### config.mk
export PLATFORM = sky130hd
export DESIGN_NAME = display_scanner
export DESIGN_NICKNAME = d
export VERILOG_FILES = /design/src/rtl/display_pkg.sv /design/src/rtl/bcm_timer.sv /design/src/rtl/display_scanner.sv
export SDC_FILE = /design/constraint.sdc
export NUM_CORES = 1
export LEC_CHECK = 0
export CORE_MARGIN = 2
export CORE_UTILIZATION = 30
export CTS_BUF_LIST = sky130_fd_sc_hd__clkbuf_4 sky130_fd_sc_hd__clkbuf_8 sky130_fd_sc_hd__clkbuf_16
export CTS_CLUSTER_SIZE = 40
export DETAILED_ROUTE_END_ITERATION = 10
export GPL_ROUTABILITY_DRIVEN = 0
export PLACE_DENSITY = 0.52
export SLEW_MARGIN = 20
export SYNTH_ARGS = -nofsm -noshare
export SYNTH_HDL_FRONTEND = slang
export SYNTH_HIERARCHICAL = 1
export SYNTH_SLANG_ARGS = --single-unit
### constraint.sdc
create_clock -name clk -period 3.2 [get_ports clk]
set_input_delay 0.8 -clock clk [delete_from_list [all_inputs] [get_ports clk]]
set_output_delay 0.8 -clock clk [all_outputs]
set_load 0.05 [all_outputs]
### src/rtl/display_pkg.sv
// Shared definitions for the RGB panel scanner: FSM encodings, colour bit offsets
// inside the pixel word, and the phase layout of one 6-clock pixel slot.
package display_pkg;

  typedef logic [1:0] state_t;

  localparam state_t S_IDLE  = 2'd0;
  localparam state_t S_SHIFT = 2'd1;
  localparam state_t S_LATCH = 2'd2;
  localparam state_t S_SHOW  = 2'd3;

  localparam int R_OFS = 16;
  localparam int G_OFS = 8;
  localparam int B_OFS = 0;

  typedef logic [2:0] phase_t;

  localparam int     SLOT_LEN  = 6;
  localparam phase_t SLOT_LAST = 3'(SLOT_LEN - 1);
  localparam phase_t PH_LOAD   = 3'd3;
  localparam phase_t PH_CLK_HI = 3'd4;

endpackage

### src/rtl/bcm_timer.sv
// Binary-coded-modulation display timer: loadable down-counter whose done flag marks
// the last display clock, so a load of N keeps the caller in its display state N clocks.
module bcm_timer #(
  parameter int cnt_width = 10
) (
  input  logic                 clk,
  input  logic                 rst,
  input  logic                 load,
  input  logic                 en,
  input  logic [cnt_width-1:0] load_value,
  output logic                 done
);

  logic [cnt_width-1:0] cnt;

  always_ff @(posedge clk or posedge rst) begin
    if (rst) begin
      cnt <= '0;
    end else if (load) begin
      cnt <= load_value;
    end else if (en && cnt != '0) begin
      cnt <= cnt - 1'b1;
    end
  end

  assign done = en && (cnt == cnt_width'(1));

endmodule

### src/rtl/display_scanner.sv
// Row / bit-plane scanner for a shift-register RGB LED panel with BCM brightness.
// state | meaning
// IDLE  | panel blanked, waiting for run
// SHIFT | 6-clock slot per column: address, load colour bit at p=3, panel_clk high p=4..5
// LATCH | one-clock latch strobe, panel_row takes the shifted row
// SHOW  | panel enabled for base<<plane clocks, then next plane / row / frame
module display_scanner
  import display_pkg::*;
#(
  parameter int rows    = 8,
  parameter int columns = 32,
  parameter int width   = 24,
  parameter int base    = 4
) (
  input  logic                       clk,
  input  logic                       rst,
  input  logic                       run,
  output logic [$clog2(rows)-1:0]    orow,
  output logic [$clog2(columns)-1:0] ocol,
  input  logic [width-1:0]           o,
  output logic                       panel_r,
  output logic                       panel_g,
  output logic                       panel_b,
  output logic                       panel_clk,
  output logic                       panel_lat,
  output logic                       panel_oe_n,
  output logic [$clog2(rows)-1:0]    panel_row,
  output logic                       frame_done
);

  localparam int PLANES = width / 3;
  localparam int RW     = $clog2(rows);
  localparam int CW     = $clog2(columns);
  localparam int PW     = $clog2(PLANES);
  localparam int TW     = $clog2((base << (PLANES - 1)) + 1);

  localparam logic [RW-1:0] ROW_LAST   = RW'(rows - 1);
  localparam logic [CW-1:0] COL_LAST   = CW'(columns - 1);
  localparam logic [PW-1:0] PLANE_LAST = PW'(PLANES - 1);

  state_t          state;
  phase_t          phase;
  logic [PW-1:0]   plane;
  logic [TW-1:0]   show_len;
  logic            show_done;
  logic [PLANES-1:0] r_bits, g_bits, b_bits;

  assign r_bits   = o[R_OFS +: PLANES];
  assign g_bits   = o[G_OFS +: PLANES];
  assign b_bits   = o[B_OFS +: PLANES];
  assign show_len = TW'(base) << plane;

  bcm_timer #(.cnt_width(TW)) u_bcm_timer (
    .clk        (clk),
    .rst        (rst),
    .load       (state == S_LATCH),
    .en         (state == S_SHOW),
    .load_value (show_len),
    .done       (show_done)
  );

  // orow/ocol double as the scan row/column counters, so the memory address is
  // always the position being shifted.
  always_ff @(posedge clk or posedge rst) begin
    if (rst) begin
      state      <= S_IDLE;
      phase      <= '0;
      plane      <= '0;
      orow       <= '0;
      ocol       <= '0;
      panel_r    <= 1'b0;
      panel_g    <= 1'b0;
      panel_b    <= 1'b0;
      panel_clk  <= 1'b0;
      panel_lat  <= 1'b0;
      panel_oe_n <= 1'b1;
      panel_row  <= '0;
      frame_done <= 1'b0;
    end else begin
      panel_lat  <= 1'b0;
      frame_done <= 1'b0;
      case (state)
        S_IDLE: begin
          panel_clk  <= 1'b0;
          panel_oe_n <= 1'b1;
          if (run) begin
            state <= S_SHIFT;
            phase <= '0;
            plane <= '0;
            orow  <= '0;
            ocol  <= '0;
          end
        end
        S_SHIFT: begin
          if (phase == SLOT_LAST) begin
            phase     <= '0;
            panel_clk <= 1'b0;
            if (ocol == COL_LAST) begin
              state     <= S_LATCH;
              panel_lat <= 1'b1;
              panel_row <= orow;
            end else begin
              ocol <= ocol + 1'b1;
            end
          end else begin
            phase     <= phase + 3'd1;
            panel_clk <= (phase + 3'd1) >= PH_CLK_HI;
            if ((phase + 3'd1) == PH_LOAD) begin
              panel_r <= r_bits[plane];
              panel_g <= g_bits[plane];
              panel_b <= b_bits[plane];
            end
          end
        end
        S_LATCH: begin
          state      <= S_SHOW;
          panel_oe_n <= 1'b0;
          ocol       <= '0;
        end
        S_SHOW: begin
          if (show_done) begin
            panel_oe_n <= 1'b1;
            if (plane != PLANE_LAST) begin
              plane <= plane + 1'b1;
              state <= S_SHIFT;
            end else begin
              plane <= '0;
              if (orow != ROW_LAST) begin
                orow  <= orow + 1'b1;
                state <= S_SHIFT;
              end else begin
                orow       <= '0;
                frame_done <= 1'b1;
                state      <= run ? S_SHIFT : S_IDLE;
              end
            end
          end
        end
        default: state <= S_IDLE;
      endcase
    end
  end

endmodule
* Word level (Yosys, flattened, before mapping)
Cells that the tools add are included.
Word-level totals: bits in registers 36, output and inout port bits 18, logic and storage cells 96
Cells by class: add/subtract/negate cells 5, $lt $le $gt $ge 2, equal/unequal tests 15, shifts and indexed selects 1, mux-type cells 41, bitwise gates (word level) 1, reduce and logical (&&, ||, !) cells 17
Operator list (number):
- two-way mux 3 bit | 7
- two-way mux 10 bit | 2
- one-hot mux 3 bit (2 select lines) | 3
- two-way mux 1 bit | 15
- two-way mux 5 bit | 3
- one-hot mux 5 bit (3 select lines) | 1
- != test 2 bit (second input constant) | 6
- AND reduction 4 bit | 3
- equality test 10 x 1 -> 1 bit (second input constant) | 1
- nonzero test 10 bit | 1
- left shift 3 x 3 -> 10 bit (first input constant) | 1
- subtractor 10 x 1 -> 10 bit (second input constant) | 1
- adder 3 x 1 -> 3 bit (second input constant) | 3
- binary-select mux 1 bit (select 3 bit) | 3
- AND reduction 3 bit | 3
- two-way mux 2 bit | 4
- one-hot mux 2 bit (4 select lines) | 1
- != test 3 bit (second input constant) | 2
- nonzero test 2 bit | 3
- nonzero test 3 bit | 2
- adder 5 x 1 -> 5 bit (second input constant) | 1
- equality test 5 bit (second input constant) | 1
- equality test 2 bit (second input constant) | 2
- less-than comparator 3 x 4 -> 1 bit (second input constant) | 1
- other kinds (10) | 12

* Depth between registers and ports, before layout
Gate-level depths: netlist (run 1).
depth after elaboration 5, mapped depth 7, depth with buffers taken out 7

* Hierarchy
Netlist (run 1), hierarchy kept.
Modules (own cells, without submodules):
- display_scanner | times used 1, cells each 158, area each 1699.1 um^2, seq. area each 651.9 um^2
- bcm_timer | times used 1, cells each 70, area each 646.9 um^2, seq. area each 250.2 um^2

* Worst setup path before layout (run 1)
Ideal clock, no wire load.
path type reg2reg, start register ocol[0], end register ocol[3], setup time 70 ps, arrival time 2122 ps, data required time 3130 ps, path slack 1008 ps, stages on the path, launching flop included 7, path buffers 0, period minus slack after synthesis 2192 ps, path through dfrtp_1 -> ha_1 -> and3_1 -> ha_1 -> nand4bb_1 -> or4_1 -> nand3_1
Between the ends: cells in the longest elaborated chain, start to end 4, elaborated cells on any way between the ends 7, those cells by class 1 x add/sub; 2 x eq/ne; 3 x mux; 1 x reduce/logical
RTL lines:
- start: declaration | RTL line display_scanner.sv:19 | output logic [$clog2(columns)-1:0] ocol,
- start signal: assignment | RTL line display_scanner.sv:103 | ocol <= ocol + 1'b1;
- adder 5 x 1 -> 5 bit | RTL line display_scanner.sv:103
- two-way mux 5 bit | RTL line display_scanner.sv:98 | if (ocol == COL_LAST) begin
- two-way mux 5 bit | RTL line display_scanner.sv:95 | if (phase == SLOT_LAST) begin
- one-hot mux 5 bit (3 select lines) | RTL line display_scanner.sv:82 | case (state)
Parallel ways exist; a longest one is shown, timed or not. The select of a mux whose other input is x is not followed. A chain may end at the register's enable or synchronous reset.

* Worst setup path in the final report (run 1)
start register u_bcm_timer.cnt[4], end register state[1]
Between the ends: cells in the longest elaborated chain, start to end 4
RTL lines:
- start: declaration | RTL line bcm_timer.sv:14 | logic [cnt_width-1:0] cnt;
- start signal: assignment | RTL line bcm_timer.sv:20 | cnt <= load_value;
- start signal: assignment | RTL line bcm_timer.sv:22 | cnt <= cnt - 1'b1;
- equality test 10 x 1 -> 1 bit | RTL line bcm_timer.sv:26 | assign done = en && (cnt == cnt_width'(1));
- logical AND 1 bit | RTL line bcm_timer.sv:26
- named net show_done | RTL line display_scanner.sv:45 | logic show_done;
- != test 2 bit (no line)
- AND reduction 4 bit (no line)
- end signal: assignment | RTL line display_scanner.sv:134 | state <= run ? S_SHIFT : S_IDLE;
- end: declaration | RTL line display_scanner.sv:41 | state_t state;
The timed path passes the listed nets, and every way through them passes these cells.

==> results.sh, run 1 <==
export IMPL_status="finished clean"
export IMPL_clock_latency_ns=0.29
export IMPL_synth_main_ff_cell="dfrtp_1"
export IMPL_cts_hold_fix_buffers=0
export IMPL_synth_cell_types=51
export IMPL_pwr_density_cell_nw_per_um2=783
export IMPL_first_iter_violations=121
export IMPL_whs_ns=0.487
export IMPL_path_class="reg -> reg"
export IMPL_wl_per_cell_microns=14.3
export IMPL_cts_sinks=36
export IMPL_maxSlewViolCount=0
export IMPL_period_share_pct=76.1
export IMPL_die_width_microns=92.4
export IMPL_row_count=32
export IMPL_fin_util_pct=38.9
export IMPL_drc=0
export IMPL_core_sq_um=7650
export IMPL_dp_hpwl_mm=4.00
export IMPL_clockBufferDepth=2
export IMPL_holdCritStartpoint="panel_r"
export IMPL_synth_area_leaders="dfrtp_1 (37%), ha_1 (8.5%), mux2i_1 (7.3%)"
export IMPL_cp_max_fo=7
export IMPL_fin_nets=317
export IMPL_cap_violations=0
export IMPL_grt_overflow=0
export IMPL_rsz0062_at_grt="no"
export IMPL_cts_repair_resize_count=0
export IMPL_skew_ns=0.00737
export IMPL_cp_arrival_ns=2.61
export IMPL_fillers=784
export IMPL_r2r_cells=6
export IMPL_layout_min_cycle_time_ns=2.44
export IMPL_port_buffer_count=44
export IMPL_worstSetupEndpointType="flop"
export IMPL_hold_violations=0
export IMPL_synth_cells=228
export IMPL_min_path_type="reg -> reg"
export IMPL_cts_root_buf="clkbuf_8"
export IMPL_path_clk_slew_ns=0.07
export IMPL_maxSlewHeadroom_pct=43.5
export IMPL_cts_buffers=5
export IMPL_ys_ff_latch=36
export IMPL_yosys_area_top_type="dfrtp_1"
export IMPL_synth_top_area_share_pct=37.3
export IMPL_cp_required_ns=3.38
export IMPL_regArea_sq_um=902
export IMPL_multi_input_area_sq_um=1350
export IMPL_final_cell_mix="clkdlybuf4s50_1 (44), dfrtp_1 (35), mux2i_1 (17), nand2_1 (16), ha_1 (16)"
export IMPL_synthArstFlopShare_pct=100
export IMPL_die_h_microns=92.4
export IMPL_final_setup_worst_slack_ns=0.763
export IMPL_dieArea_sq_um=8540
export IMPL_antenna_left=0
export IMPL_dr_pass1_iters=4
export IMPL_ys_warn_count=6
export IMPL_hold_depth=2
export IMPL_synthesis_area_sq_um=2350
export IMPL_ios=45
export IMPL_initial_utilization_pct=30.7
export IMPL_synth_edf_count=0
export IMPL_clock_fmax_ghz=0.410
export IMPL_area_growth_pct=26.7
export IMPL_dp_slack_ns=0.811
export IMPL_grt_pass1_wl_mm=9.00
export IMPL_cts_setup_buffers=0
export IMPL_fin_setup_tns_ns=0
export IMPL_antenna_found_initial=0
export IMPL_cts_tree="built"
export IMPL_grt_max_degree=27
export IMPL_grt_usage_pct=13.2
export IMPL_dp_cells=369
export IMPL_synth_avg_cell_area_sq_um=10.3
export IMPL_via_per_inst=4.97
export IMPL_vias=1873
export IMPL_layout_commonest_cell="clkdlybuf4s50_1"
export IMPL_ir_drop_mv=0.231
export IMPL_num_antenna_cells=0
export IMPL_startpoint="u_bcm_timer/cnt[4]"
export IMPL_htreeDepth=2
export IMPL_ys_seq_area_share_pct=38.5
export IMPL_worstMarginPinSlew_ns=0.848
export IMPL_worstSetupStartpointType="flop"
export IMPL_leakagePower_nw=1.25
export IMPL_drive_above_1_share_pct=9.45
export IMPL_r2r_start="u_bcm_timer/cnt[4]"
export IMPL_setup_viol=0
export IMPL_grt_pass1_vias=1849
export IMPL_wirelength_mm=5.38
export IMPL_stdcell_count=377
## critical path, stage by stage, from the launching register on
cell and delay (ns):
dfrtp_1 0.46, nor4_4 0.45, nand2_1 0.13, nor2_1 0.39, nor2b_1 0.18, a211oi_1 0.34, mux2_2 0.38
## layer usage
metal | track usage [%] | up-vias | part of all wire (%) | wire, microns
met5 | 0 | - | 0 | 0
met1 | 16.8 | 879 | 48 | 2580
met4 | 4.48 | 0 | 1.6 | 87
met2 | 21.5 | 61 | 44 | 2380
li1 | - | 925 | - | -
met3 | 3.91 | 8 | 6.0 | 323
## final timing paths
path | end | slack [ns]
max in group asynchronous | panel_oe_n | 2.00
setup reg to reg | state[1] | 0.76
setup / recovery | state[1] | 0.76
min in group asynchronous | u_bcm_timer/cnt[9] | 0.83
hold reg to reg | panel_r | 0.49
hold / removal | panel_r | 0.49
## cells in the mapped netlist, types with 3 or more instances
cell,instances
dfrtp_1,35
a21o_1,3
o21ai_1,5
o21ai_0,13
a22o_1,7
or4_1,3
mux4_2,3
mux2_2,7
nor2_1,14
nand2b_1,3
nand2_1,16
buf_2,3
nor2b_1,10
ha_1,16
inv_1,12
nand3_1,5
nand3b_1,3
clkbuf_1,3
a31o_2,3
and2_1,3
nand4bb_1,3
xnor2_1,3
mux2i_1,17
## cells by family (layout without fill, tap and decap cells)
family / count (synthesis) / after routing / share of synthesized area (%)
other cells: 1 / 2 / 0.160
mux: 27 / 27 / 13.5
flops: 36 / 36 / 38.5
compound gates: 53 / 53 / 16.0
xor+xnor: 3 / 3 / 1.12
simple gates: 71 / 71 / 17.9
buf+inv: 21 / 67 / 4.32
fa+ha+maj: 16 / 16 / 8.53
## report_power, final
part	internal, mW	switching [mW]	total (mW)
Combinational	0.541	0.640	1.18
Sequential	0.594	0.215	0.809
Clock	0.172	0.165	0.336
Total	1.31	1.02	2.33
## state kept, by name (all words and copies together) (netlist names)
register and flops:
frame_done 1, ocol 5, orow 3, panel_b 1, panel_clk 1, panel_g 1
panel_lat 1, panel_oe_n 1, panel_r 1, panel_row 3, phase 3, plane 3
state 2, u_bcm_timer/cnt 10
## area by class of cell
type                       instances  share of cell area (%)
clock buffer                       6                    2.78
sequential                        36                    30.3
timing repair buffer              46                    15.3
clock inverter                     2                   0.337
tap                              102                    4.29
multi-input combinational        172                    45.3
inverter                          13                    1.64
## metrics by stage
stage	total power, mW	instance area (sq um)
floorplan	1.71	2350
global placement	2.00	2880
detailed placement	2.01	2880
CTS	2.36	2970
global route	2.52	2970
finish	2.33	2970
No activity file was read; power rests on OpenSTA's default activity.
==> run 2, diff against run 1 <==
==> constraint.sdc (replaced) <==
create_clock -name clk -period 2.51 [get_ports clk]
set_input_delay 0.6275 -clock clk [delete_from_list [all_inputs] [get_ports clk]]
set_output_delay 0.6275 -clock clk [all_outputs]
set_load 0.05 [all_outputs]
==> results.sh, run 2 (same netlist as run 1, synthesis figures left out) <==
export IMPL_multi_input_area_sq_um=1350
export IMPL_cts_buffers=5
export IMPL_crit_buf_inv=1
export IMPL_path_class="reg -> out"
export IMPL_critPathMaxStageDelay_ns=0.79
export IMPL_dieArea_sq_um=8540
export IMPL_grt_pass1_wl_mm=8.94
export IMPL_worstMarginPinSlew_ns=0.520
export IMPL_status="finished clean"
export IMPL_period_share_pct=90.1
export IMPL_hold_depth=2
export IMPL_wirelength_mm=5.48
export IMPL_antenna_found_initial=0
export IMPL_pwr_density_cell_nw_per_um2=1020
export IMPL_r2r_cells=6
export IMPL_drc=0
export IMPL_crit_path_top_delay_cell="clkdlybuf4s50_1"
export IMPL_largest_reg_flops=10
export IMPL_antenna_left=0
export IMPL_clock_latency_ns=0.29
export IMPL_maxSlewViolCount=0
export IMPL_regArea_sq_um=902
export IMPL_worstSetupStartpointType="flop"
export IMPL_r2r_start="u_bcm_timer/cnt[4]"
export IMPL_fin_setup_tns_ns=0
export IMPL_num_antenna_cells=0
export IMPL_core_sq_um=7650
export IMPL_grt_usage_pct=13.1
export IMPL_max_flop_register="u_bcm_timer/cnt"
export IMPL_crit_chain="clkdlybuf4s50_1"
export IMPL_clock_fmax_ghz=0.442
export IMPL_path_clk_slew_ns=0.08
export IMPL_die_width_microns=92.4
export IMPL_cp_required_ns=1.88
export IMPL_cts_setup_buffers=0
export IMPL_fillers=783
export IMPL_drive_above_1_share_pct=10.8
export IMPL_ir_drop_mv=0.409
export IMPL_clockBufferDepth=2
export IMPL_power_mw=3.09
export IMPL_cp_max_fo=2
export IMPL_rsz0062_at_grt="no"
export IMPL_wl_per_cell_microns=14.4
export IMPL_cp_arrival_ns=1.63
export IMPL_skew_ns=0.00749
export IMPL_dr_pass1_iters=4
export IMPL_cts_tree="built"
export IMPL_hold_violations=0
export IMPL_ios=45
export IMPL_layout_min_cycle_time_ns=2.26
export IMPL_area_growth_pct=28.8
export IMPL_cp_top_family="buffers and inverters"
export IMPL_cts_sinks=36
export IMPL_min_path_type="reg -> reg"
export IMPL_layout_commonest_cell="clkdlybuf4s50_1"
export IMPL_initial_utilization_pct=30.7
export IMPL_maxSlewHeadroom_pct=65.2
export IMPL_reg2reg_to="state[1]"
export IMPL_dp_hpwl_mm=4.02
export IMPL_grt_max_degree=27
export IMPL_setup_viol=0
export IMPL_worstSetupEndpointType="output pin"
export IMPL_fin_nets=321
export IMPL_reg_top3="u_bcm_timer/cnt (10), ocol (5)"
export IMPL_holdCritStartpoint="panel_b"
export IMPL_first_iter_violations=82
export IMPL_htreeDepth=2
export IMPL_port_buffer_count=44
export IMPL_hold_path_end="panel_b"
export IMPL_cts_hold_fix_buffers=0
export IMPL_r2r_slack_ns=0.41
export IMPL_cts_root_buf="clkbuf_8"
export IMPL_grt_overflow=0
export IMPL_final_cell_mix="clkdlybuf4s50_1 (44), dfrtp_1 (35), mux2i_1 (17), nand2_1 (16), ha_1 (16)"
export IMPL_row_count=32
export IMPL_vias=1890
export IMPL_leakagePower_nw=1.27
export IMPL_via_per_inst=4.96
export IMPL_die_h_microns=92.4
export IMPL_cts_repair_resize_count=0
export IMPL_fin_util_pct=39.5
export IMPL_cap_violations=0
export IMPL_grt_pass1_vias=1821
## run 2: cell types whose count changed in the layout (fill, tap and decap cells not counted)
| cell | previous run | this run |
|---|---|---|
| bufinv_16 | 0 | 1 |
| clkinv_2 | 2 | 1 |
| buf_4 | 2 | 6 |
| clkbuf_8 | 6 | 5 |
| clkinvlp_4 | 0 | 1 |
## run 2: worst max-delay path by stage
stage / from / endpoint / depth (start not counted)
2_1_floorplan: ocol[0] / ocol[3] / 6
3_3_place_gp: run / ocol[0] / 4
3_5_place_dp: run / state[1] / 4
4_1_cts: panel_oe_n / panel_oe_n / 1
5_1_grt: panel_oe_n / panel_oe_n / 1
6_report: panel_oe_n / panel_oe_n / 1
## run 2: worst min-delay path: stages, from the launching register on
cell	delay [ns]
dfrtp_1	0.35
nand2_1	0.05
o21ai_0	0.06
## run 2: per-stage QoR
stage | setup WS [ns] | std cells | hold WS [ns] | cell area [sq um]
5_1_grt | 0.214 | 381 | 0.531 | 3020
2_1_floorplan | 0.318 | 229 | 0.468 | 2350
4_1_cts | 0.227 | 381 | 0.508 | 3020
3_3_place_gp | 0.458 | 373 | 0.470 | 2910
6_report | 0.248 | 381 | 0.497 | 3020
3_5_place_dp | 0.390 | 373 | 0.490 | 2910
## run 2: area by class of cell
cell class / count / share of cell area, %
Clock buffer: 5 / 2.28
Clock inverter: 3 / 1.41
Inverter: 13 / 1.61
Multi-Input combinational cell: 172 / 44.6
Sequential cell: 36 / 29.9
Tap cell: 102 / 4.22
Timing Repair Buffer: 50 / 16.1
## run 2: per-layer routing
layer | GRT usage (%) | routed length, microns | share of wire, % | up-vias
met1 | 17.9 | 2770 | 50 | 902
met2 | 20.3 | 2340 | 43 | 51
li1 | - | - | - | 932
met4 | 3.73 | 61 | 1.1 | 0
met3 | 3.66 | 311 | 5.7 | 5
met5 | 0 | 0 | 0 | -
## run 2: where the power goes
| group | leakage, nW | switching, mW | internal, mW |
|---|---|---|---|
| combinational | 0.748 | 0.875 | 0.712 |
| clock | 0.0541 | 0.220 | 0.294 |
| sequential | 0.470 | 0.227 | 0.759 |
| total | 1.27 | 1.32 | 1.76 |
==> run 3, diff against run 2 <==
--- a/config.mk
+++ b/config.mk
@@ -5,13 +5,15 @@
 export SDC_FILE = /design/constraint.sdc
 export NUM_CORES = 1
 export LEC_CHECK = 0
+export CELL_PAD_IN_SITES_DETAIL_PLACEMENT = 0
+export CELL_PAD_IN_SITES_GLOBAL_PLACEMENT = 1
 export CORE_MARGIN = 2
 export CORE_UTILIZATION = 30
 export CTS_BUF_LIST = sky130_fd_sc_hd__clkbuf_4 sky130_fd_sc_hd__clkbuf_8 sky130_fd_sc_hd__clkbuf_16
 export CTS_CLUSTER_SIZE = 40
 export DETAILED_ROUTE_END_ITERATION = 10
 export GPL_ROUTABILITY_DRIVEN = 0
-export PLACE_DENSITY = 0.52
+export PLACE_DENSITY = 0.66
 export SLEW_MARGIN = 20
 export SYNTH_ARGS = -nofsm -noshare
 export SYNTH_HDL_FRONTEND = slang
==> constraint.sdc (replaced) <==
create_clock -name clk -period 1.94 [get_ports clk]
set_input_delay 0.485 -clock clk [delete_from_list [all_inputs] [get_ports clk]]
set_output_delay 0.485 -clock clk [all_outputs]
set_load 0.05 [all_outputs]
==> results.sh, run 3 (same netlist as run 1, synthesis figures left out) <==
export IMPL_area_growth_pct=33.2
export IMPL_startpoint="ocol[0]"
export IMPL_path_class="reg -> reg"
export IMPL_first_iter_violations=87
export IMPL_wirelength_mm=5.61
export IMPL_cts_tree="built"
export IMPL_top_layer_used="met4"
export IMPL_drc=0
export IMPL_via_per_inst=4.83
export IMPL_dr_pass1_iters=4
export IMPL_route_met2_wl_mm=2.49
export IMPL_layout_commonest_cell="buf_4"
export IMPL_pwr_density_cell_nw_per_um2=1350
export IMPL_drive_above_1_share_pct=25.1
export IMPL_max_flop_register="u_bcm_timer/cnt"
export IMPL_setup_viol=0
export IMPL_leakagePower_nw=1.36
export IMPL_wl_per_cell_microns=14.3
export IMPL_clockBufferDepth=2
export IMPL_worstSetupStartpointType="flop"
export IMPL_cts_buffers=5
export IMPL_clock_latency_ns=0.29
export IMPL_cap_violations=0
export IMPL_worstSetupEndpointType="flop"
export IMPL_grt_usage_pct=13.8
export IMPL_ios=45
export IMPL_htreeDepth=2
export IMPL_cts_sinks=36
export IMPL_initial_utilization_pct=30.7
export IMPL_status="finished clean"
export IMPL_r2r_start="ocol[0]"
export IMPL_clock_fmax_ghz=0.547
export IMPL_die_h_microns=92.4
export IMPL_num_antenna_cells=0
export IMPL_fin_util_pct=40.9
export IMPL_skew_ns=0.00994
export IMPL_r2r_slack_ns=0.11
export IMPL_grt_overflow=0
export IMPL_cp_max_fo=6
export IMPL_core_sq_um=7650
export IMPL_fin_nets=333
export IMPL_layout_min_cycle_time_ns=1.83
export IMPL_port_buffer_count=44
export IMPL_fin_setup_tns_ns=0
export IMPL_final_cell_mix="buf_4 (35), dfrtp_1 (31), clkdlybuf4s50_1 (26), mux2i_1 (16), nand2_1 (15)"
export IMPL_period_share_pct=94.3
export IMPL_wl_met3_microns=317
export IMPL_min_path_type="reg -> reg"
export IMPL_cp_required_ns=2.12
export IMPL_row_count=32
export IMPL_grt_pass1_vias=1905
export IMPL_reg_top3="u_bcm_timer/cnt (10), ocol (5)"
export IMPL_reg2reg_to="ocol[0]"
export IMPL_maxSlewViolCount=0
export IMPL_antenna_left=0
export IMPL_dieArea_sq_um=8540
export IMPL_grt_max_degree=27
export IMPL_hold_violations=0
export IMPL_r2r_cells=6
export IMPL_grt_pass1_wl_mm=9.45
export IMPL_crit_end="ocol[0]"
export IMPL_cp_arrival_ns=2.01
export IMPL_die_width_microns=92.4
export IMPL_vias=1897
export IMPL_dp_hpwl_mm=4.14
export IMPL_cts_root_buf="clkbuf_8"
export IMPL_wl_met1_mm=2.75
export IMPL_path_clk_slew_ns=0.08
export IMPL_ir_drop_mv=0.524
export IMPL_largest_reg_flops=10
export IMPL_antenna_found_initial=0
run 3: changes by cell type in the layout (fill, tap and decap cells not counted), moves of 3 or more:
| cell | change |
|---|---|
| clkdlybuf4s50_1 | -18 |
| dfrtp_2 | +4 |
| dfrtp_1 | -4 |
| ha_2 | +3 |
| ha_1 | -3 |
| buf_4 | +29 |
run 3: timing repair:
item	in CTS	in global routing
gates resized for setup	0	9
hold buffers	0	0
buffers inserted	0	3
endpoints found under the setup margin	0	9
run 3: through the flow:
step,power [mW],std cells,instance area [sq um],setup slack (ns),hold WS (ns)
2_1_floorplan,2.85,229,2380,0.0118,0.325
3_5_place_dp,3.51,382,2970,0.0370,0.489
6_report,4.23,393,3120,0.111,0.500
4_1_cts,4.20,390,3080,0.0595,0.508
3_3_place_gp,3.49,382,2970,0.0766,0.467
5_1_grt,4.60,393,3120,-0.00340,0.520
run 3: power by group:
part,total (mW),leakage (nW),internal (mW),switching [mW]
Combinational,2.28,0.839,1.07,1.21
Sequential,1.27,0.464,0.986,0.289
Clock,0.674,0.0541,0.381,0.293
run 3: critical path, stage by stage, from the launching register on:
cell,delay [ns]
dfrtp_2,0.42
ha_2,0.19
and3_1,0.18
ha_2,0.18
nand4bb_4,0.27
a21o_1,0.22
mux2_2,0.26
run 3: worst min path at each step:
stage / from / to / slack (ns) / cells past startpoint
floorplan: rst / u_bcm_timer/cnt[0] / 0.33 / 1
global placement: panel_b / panel_b / 0.47 / 2
detailed placement: panel_r / panel_r / 0.49 / 2
CTS: panel_r / panel_r / 0.51 / 2
global route: panel_r / panel_r / 0.52 / 2
finish: panel_r / panel_r / 0.50 / 2
run 3: final cells by class:
cell class / count / area [sq um]
Multi-Input combinational cell: 172 / 1400
Clock buffer: 5 / 68.8
Sequential cell: 36 / 907
Fill cell: 762 / 4520
Inverter: 13 / 48.8
Timing Repair Buffer: 62 / 534
Clock inverter: 3 / 42.5
Tap cell: 102 / 128
run 3: metal layers:
layer / GRT usage, % / vias to the layer above
li1: - / 957
met1: 18.5 / 887
met3: 3.66 / 4
met2: 22.0 / 49
met4: 3.73 / 0
met5: 0 / -
